## src/rtl/fft_pkg.sv

```systemverilog
// Shared constants and helpers for the FFT front-end.
//   DEF_FORMAT_WIDTH : default bits per real/imag sample
//   FFT_NPOINT       : complex samples per frame (fixed at 32)
//   PTR_W            : slot index width
//   SIZE_W           : width of the FFT size code
//   bitrev5()        : 5-bit bit reversal used for bit-reversed slot mapping
package fft_pkg;

    localparam int unsigned DEF_FORMAT_WIDTH = 9;
    localparam int unsigned FFT_NPOINT       = 32;
    localparam int unsigned PTR_W            = 5;
    localparam int unsigned SIZE_W           = 12;

    // Reverse the bit order of a 5-bit slot index.
    function automatic logic [PTR_W-1:0] bitrev5(input logic [PTR_W-1:0] k);
        return {k[0], k[1], k[2], k[3], k[4]};
    endfunction

endpackage

```

## src/rtl/fft_sample_bank.sv

```systemverilog
// One frame bank: NP complex sample registers, a written-slot mask and
// zero-padded read-out (slots not written since the last clear read as 0).
// Ports:
//   clk, rst           : clock, async active-low reset (clears the mask)
//   wr_en_i, wr_slot_i : write strobe and target slot
//   wr_real_i/imag_i   : sample to store
//   clr_i              : frame consumed, forget all written slots
//   rd_real_o/imag_o   : packed frame, slot s at [W*(s+1)-1:W*s]
module fft_sample_bank
    import fft_pkg::*;
#(
    parameter int unsigned W  = DEF_FORMAT_WIDTH,
    parameter int unsigned NP = FFT_NPOINT
) (
    input  logic              clk,
    input  logic              rst,
    input  logic              wr_en_i,
    input  logic [PTR_W-1:0]  wr_slot_i,
    input  logic [W-1:0]      wr_real_i,
    input  logic [W-1:0]      wr_imag_i,
    input  logic              clr_i,
    output logic [W*NP-1:0]   rd_real_o,
    output logic [W*NP-1:0]   rd_imag_o
);

    logic [NP-1:0][W-1:0] real_q;
    logic [NP-1:0][W-1:0] imag_q;
    logic [NP-1:0]        mask_q;
    logic [NP-1:0]        mask_d;

    // Written-slot mask: clear on consume, set on write.
    always_comb begin
        mask_d = mask_q;
        if (clr_i) begin
            mask_d = '0;
        end
        if (wr_en_i) begin
            mask_d[wr_slot_i] = 1'b1;
        end
    end

    always_ff @(posedge clk or negedge rst) begin
        if (!rst) begin
            mask_q <= '0;
        end else begin
            mask_q <= mask_d;
        end
    end

    // Sample storage; contents are only visible through the mask, so no reset.
    always_ff @(posedge clk) begin
        if (wr_en_i) begin
            real_q[wr_slot_i] <= wr_real_i;
            imag_q[wr_slot_i] <= wr_imag_i;
        end
    end

    // Zero-padded read-out.
    always_comb begin
        rd_real_o = '0;
        rd_imag_o = '0;
        for (int s = 0; s < int'(NP); s++) begin
            if (mask_q[s]) begin
                rd_real_o[s*W +: W] = real_q[s];
                rd_imag_o[s*W +: W] = imag_q[s];
            end
        end
    end

endmodule

```

## src/rtl/fft_input_buffer.sv

```systemverilog
// Ping-pong frame buffer in front of the FFT core. Samples stream in on a
// valid/ready port and fill one bank while the other is presented as a whole
// frame; short frames (in_last) are zero-padded.
// Build option: FFT_INPUT_BITREV_EN stores sample k in slot bitrev5(k)
// instead of slot k.
// Ports:
//   clk, rst                        : clock, async active-low reset
//   in_valid/in_ready               : sample handshake
//   in_real/in_imag/in_last         : sample payload, short-frame end marker
//   fft_size                        : size code, captured with a frame's first sample
//   input_real/input_imag           : presented frame, slot s at [W*(s+1)-1:W*s]
//   fft_size_out                    : size code of the presented frame
//   out_valid/out_ready             : frame handshake
//   start                           : pulse on first cycle of each presented frame
module fft_input_buffer
    import fft_pkg::*;
#(
    parameter int unsigned FORMAT_WIDTH = DEF_FORMAT_WIDTH,
    parameter int unsigned NPOINT       = FFT_NPOINT
) (
    input  logic                           clk,
    input  logic                           rst,
    input  logic                           in_valid,
    output logic                           in_ready,
    input  logic [FORMAT_WIDTH-1:0]        in_real,
    input  logic [FORMAT_WIDTH-1:0]        in_imag,
    input  logic                           in_last,
    input  logic [SIZE_W-1:0]              fft_size,
    output logic [FORMAT_WIDTH*NPOINT-1:0] input_real,
    output logic [FORMAT_WIDTH*NPOINT-1:0] input_imag,
    output logic [SIZE_W-1:0]              fft_size_out,
    output logic                           out_valid,
    input  logic                           out_ready,
    output logic                           start
);

    localparam int unsigned FW = FORMAT_WIDTH * NPOINT;

    logic [1:0]             full_q, full_d;
    logic                   fill_sel_q, fill_sel_d;
    logic                   rd_sel_q, rd_sel_d;
    logic [PTR_W-1:0]       wr_ptr_q, wr_ptr_d;
    logic [1:0][SIZE_W-1:0] size_q, size_d;
    logic                   in_ready_q, in_ready_d;
    logic                   out_valid_q, out_valid_d;
    logic                   start_q, start_d;

    logic                   accept;
    logic                   hs;
    logic                   done;
    logic [PTR_W-1:0]       wr_slot;
    logic [FW-1:0]          bank0_real, bank0_imag, bank1_real, bank1_imag;

`ifdef FFT_INPUT_BITREV_EN
    assign wr_slot = bitrev5(wr_ptr_q);
`else
    assign wr_slot = wr_ptr_q;
`endif

    // Bank roles, fill pointer and registered handshake outputs.
    // Banks fill and drain strictly alternately, so the read side just toggles.
    always_comb begin
        full_d     = full_q;
        fill_sel_d = fill_sel_q;
        rd_sel_d   = rd_sel_q;
        wr_ptr_d   = wr_ptr_q;
        size_d     = size_q;

        accept = in_valid && in_ready_q;
        hs     = out_valid_q && out_ready;
        done   = accept && (in_last || (wr_ptr_q == PTR_W'(NPOINT - 1)));

        if (hs) begin
            full_d[rd_sel_q] = 1'b0;
            rd_sel_d         = ~rd_sel_q;
        end
        if (accept) begin
            if (wr_ptr_q == '0) begin
                size_d[fill_sel_q] = fft_size;
            end
            wr_ptr_d = wr_ptr_q + PTR_W'(1);
        end
        if (done) begin
            full_d[fill_sel_q] = 1'b1;
            wr_ptr_d           = '0;
            fill_sel_d         = ~fill_sel_q;
        end

        in_ready_d  = !full_d[fill_sel_d];
        out_valid_d = full_d[rd_sel_d];
        // New frame on the output: rising valid, or back-to-back after a handshake.
        start_d     = out_valid_d && (!out_valid_q || hs);
    end

    always_ff @(posedge clk or negedge rst) begin
        if (!rst) begin
            full_q      <= '0;
            fill_sel_q  <= 1'b0;
            rd_sel_q    <= 1'b0;
            wr_ptr_q    <= '0;
            size_q      <= '0;
            in_ready_q  <= 1'b1;
            out_valid_q <= 1'b0;
            start_q     <= 1'b0;
        end else begin
            full_q      <= full_d;
            fill_sel_q  <= fill_sel_d;
            rd_sel_q    <= rd_sel_d;
            wr_ptr_q    <= wr_ptr_d;
            size_q      <= size_d;
            in_ready_q  <= in_ready_d;
            out_valid_q <= out_valid_d;
            start_q     <= start_d;
        end
    end

    fft_sample_bank #(
        .W  (FORMAT_WIDTH),
        .NP (NPOINT)
    ) u_bank0 (
        .clk       (clk),
        .rst       (rst),
        .wr_en_i   (accept && !fill_sel_q),
        .wr_slot_i (wr_slot),
        .wr_real_i (in_real),
        .wr_imag_i (in_imag),
        .clr_i     (hs && !rd_sel_q),
        .rd_real_o (bank0_real),
        .rd_imag_o (bank0_imag)
    );

    fft_sample_bank #(
        .W  (FORMAT_WIDTH),
        .NP (NPOINT)
    ) u_bank1 (
        .clk       (clk),
        .rst       (rst),
        .wr_en_i   (accept && fill_sel_q),
        .wr_slot_i (wr_slot),
        .wr_real_i (in_real),
        .wr_imag_i (in_imag),
        .clr_i     (hs && rd_sel_q),
        .rd_real_o (bank1_real),
        .rd_imag_o (bank1_imag)
    );

    assign input_real   = rd_sel_q ? bank1_real : bank0_real;
    assign input_imag   = rd_sel_q ? bank1_imag : bank0_imag;
    assign fft_size_out = size_q[rd_sel_q];
    assign in_ready     = in_ready_q;
    assign out_valid    = out_valid_q;
    assign start        = start_q;

endmodule

```

## config.mk

```make
export PLATFORM = sky130hd
export DESIGN_NAME = fft_input_buffer
export DESIGN_NICKNAME = d
export VERILOG_FILES = /design/src/rtl/fft_pkg.sv /design/src/rtl/fft_sample_bank.sv /design/src/rtl/fft_input_buffer.sv
export SDC_FILE = /design/constraint.sdc
export NUM_CORES = 1
export LEC_CHECK = 0
export CAP_MARGIN = 20
export CORE_MARGIN = 2
export CORE_UTILIZATION = 35
export CTS_BUF_LIST = sky130_fd_sc_hd__clkbuf_8
export CTS_CLUSTER_SIZE = 20
export DETAILED_ROUTE_END_ITERATION = 12
export REMOVE_ABC_BUFFERS = 1
export SLEW_MARGIN = 20
export SYNTH_ARGS = -nofsm -noshare
export SYNTH_HDL_FRONTEND = slang
export SYNTH_HIERARCHICAL = 1
export SYNTH_SLANG_ARGS = --single-unit
```

## constraint.sdc

```tcl
create_clock -name clk -period 2.47 [get_ports clk]
set_input_delay 0.741 -clock clk [delete_from_list [all_inputs] [get_ports clk]]
set_output_delay 0.741 -clock clk [all_outputs]
set_load 0.02 [all_outputs]
```

==> impl_metrics.toml, run 1 <==
[flow_run]
drv_cap = 0

[global_routing]
grt_overflow = 0
grt_pass1_wl_um = 228000
top_usage_layer = "met2"
antenna_found_initial = 13
track_usage = 0.203
grt_pass1_vias = 32017
use_met1 = 0.268
use_met3 = 0.0566
grt_max_degree = 65
grt.met2_usage = 0.325

[die]
num_rows = 143
coreArea_mm2 = 0.152
dieArea_mm2 = 0.155
initial_utilization = 0.352
io_pins = 626
die-height_um = 394
die_x_um = 394

[timing]
slew_headroom = 0.553
hold_viol = 0
worst_pin_slew_ns = 0.670
fin_crit_sh = 1.45
rsz0062_at_grt = "yes"
fin_skew_ns = 0.0433
fmax_mhz = 279
final-max-slew-violation-count = 0
setup-violations-final = 591
period_minus_slack_ns = 3.58
setup_slack_ns = -1.11

[clock_tree]
clk_pin_slew_ns = 0.06
cts-htree-levels = 4
cts_sinks = 1252
cts_tree = "yes"
root_buffer = "clkbuf_8"
cts_buffers = 206
clk_latency_ns = 0.94
cts_buffer_depth = 3

[worst_setup_path]
startpoint_type = "flip-flop"
worst_setup_path_end_kind = "output port"
cp.required_ns = 1.73
worstPathArrival_ns = 2.84
critPathMaxFanout = 14
worstSetupPathType = "reg2out"

[route]
drtAntennaViolNets = 0
initialDrtViolationCount = 2229
drc = 0
viasPerCell = 4.80
num_vias = 31625
routed_wl_um = 163000
post_drt_wl_per_cell_um = 24.7
drt_pass1_iterations = 5

[pwr]
powerDensity_mw_per_mm2 = 804
seqPwrFrac = 0.439
p_sw_frac = 0.290
peakVddDrop_uv = 615
internal_power_mw = 39.6
switchingPower_mw = 16.2
p_leak_nw = 27.0
clkPwrFrac = 0.309
pwr-share-comb = 0.251

[layout]
area_delta_synth_final_pct = 30.1
n_fill_cell = 13378
drive_gt1_frac = 0.305
multi_input_area_mm2 = 0.0154
fin_area_mm2 = 0.0694
regArea_mm2 = 0.0371
nets = 4433

[synthesis]
synth_top_cell_by_area = "edfxtp_1"
synth.top_cell.area_share = 0.649
async_flop_share = 0.0799
avgSynthCellArea_um2 = 15.5
synth_edf_count = 1152
ys_seq_area_frac = 0.696
postSynthCellCount = 3439
ys_ff_latch = 1252
synth_area_leaders = "edfxtp_1, and2_1, mux2_2, dfrtp_1, o22ai_1"
ys.flop_type = "edfxtp_1"
syn_area_mm2 = 0.0533
yosysWarnings = 6
ys_top_cells_by_count = "and2_1, edfxtp_1, mux2_2"
ys_types = 35
synth.most_common_cell = "and2_1"

[placed_design]
io_buffers = 625
place_hpwl_um = 100000
placed_cell_area_mm2 = 0.0647
place.gp.congestion = 0.762
post-place-ws_ns = -0.532

[hold_path]
hp-class = "in2reg"

[status]
outcome = "complete, but fails checks"
failed_checks = "negative setup slack"
-- per-stage QoR --
step,utilization,hold WS (ns),setup TNS [ns],power [mW],std cells
2_1_floorplan,-,0.445,-8347.04,28.6,3277
3_3_place_gp,0.427,0.482,-434.48,37.3,6162
3_5_place_dp,0.427,0.492,-411.87,37.4,6162
4_1_cts,0.455,0.0539,-678.00,55.5,6548
5_1_grt,0.458,0.111,-612.10,58.0,6588
6_report,0.458,0.204,-538.47,55.8,6595
-- what timing repair did --
| item | 4_1_cts | 5_1_grt |
|---|---|---|
| endpoints found under the hold margin | 93 | 0 |
| cloned | 5 | 11 |
| hold buffers | 1 | 0 |
| resized for setup | 356 | 361 |
| buffers inserted | 9 | 27 |
| endpoints found under the setup margin | 591 | 591 |
-- metal layers --
metal,vias up,part of all wire
li1,14252,-
met1,16095,0.42
met2,1043,0.47
met3,233,0.075
met4,2,0.027
met5,-,0.000080
-- cells in the final DEF, fill, tap and decap left out, types with 4 or more instances in the layout --
master	instances
clkinv_2	24
buf_12	125
buf_4	191
buf_6	28
mux2_4	25
clkbuf_2	27
diode_2	9
clkdlybuf4s50_1	300
mux2_2	589
clkdlybuf4s15_2	49
buf_16	18
clkinv_1	42
nor2_1	55
o21ai_0	5
nor2_2	11
dlygate4sd2_1	70
nand3b_1	11
dlymetal6s2s_1	54
o22ai_2	4
inv_1	133
inv_12	5
clkbuf_8	224
buf_2	32
and2_1	1153
clkbuf_16	10
edfxtp_1	1152
nand2_1	4
or3b_1	6
o22ai_1	60
dfrtp_1	98
-- power by group through the flow --
stage / clock network, mW / registers, mW / logic (mW)
4_1_cts: 17.8 / 24.5 / 13.3
3_3_place_gp: 0 / 24.9 / 12.4
2_1_floorplan: 0 / 25.0 / 3.64
6_report: 17.3 / 24.5 / 14.0
5_1_grt: 18.6 / 24.6 / 14.8
3_5_place_dp: 0 / 25.0 / 12.4
-- state kept, by name, indices dropped and copies added, names as in the netlist --
signal          cells
fill_sel_q          1
full_q              2
in_ready            1
out_valid           1
rd_sel_q            1
size_q             24
start               1
u_bank0/imag_q    288
u_bank0/mask_q     32
u_bank0/real_q    288
u_bank1/imag_q    288
u_bank1/mask_q     32
u_bank1/real_q    288
wr_ptr_q            5
-- final timing paths --
kind	slack [ns]	cells after the start	end	start
min in group asynchronous	0.27	2	size_q[0]$_DFFE_PN0P_	rst
setup / recovery	-1.11	5	input_real[111]	rd_sel_q$_DFF_PN0_
hold reg to reg	0.50	1	size_q[21]$_DFFE_PN0P_	size_q[21]$_DFFE_PN0P_
max in group asynchronous	1.57	3	u_bank1/mask_q[4]$_DFF_PN0_	rst
setup reg to reg	0.12	6	u_bank1/real_q[76]$_DFFE_PP_	in_ready$_DFF_PN1_
hold / removal	0.20	1	u_bank1/real_q[20]$_DFFE_PP_	in_real[2]
-- cells by family (layout without fill, tap and decap cells) --
group,after synthesis,in the layout,share of synthesized area
multiplexers,614,614,0.130
AND/OR/NAND/NOR,1256,1256,0.145
XOR/XNOR,1,1,0.000164
flip-flops,1252,1252,0.696
other,0,9,0
adder cells (fa/ha/maj),5,5,0.00117
buffers and inverters,233,1350,0.0185
AO/OA/AOI/OAI,78,78,0.00983
-- cell type report --
class / instances / area share
repair buffers: 908 / 0.147
flip-flops and latches: 1252 / 0.535
inverters: 71 / 0.00384
clock buffers: 224 / 0.0444
well taps: 2030 / 0.0366
clock inverters: 147 / 0.0116
diodes: 9 / 0.000325
multi-input cells: 1954 / 0.222
-- worst max-delay path, stage by stage, from the launching register on --
cell and delay, ns:
dfrtp_4 0.52, buf_16 0.18, buf_12 0.16, buf_16 0.15, mux2_2 0.27, clkdlybuf4s50_1 0.61
Power figures use the tool's default switching activity.
==> inputs of run 2 (changes only) <==
- CTS_CLUSTER_SIZE: 20 -> 30
==> results of run 2 <==
No change in the layout: final DEF, timing and power equal those of run 1.
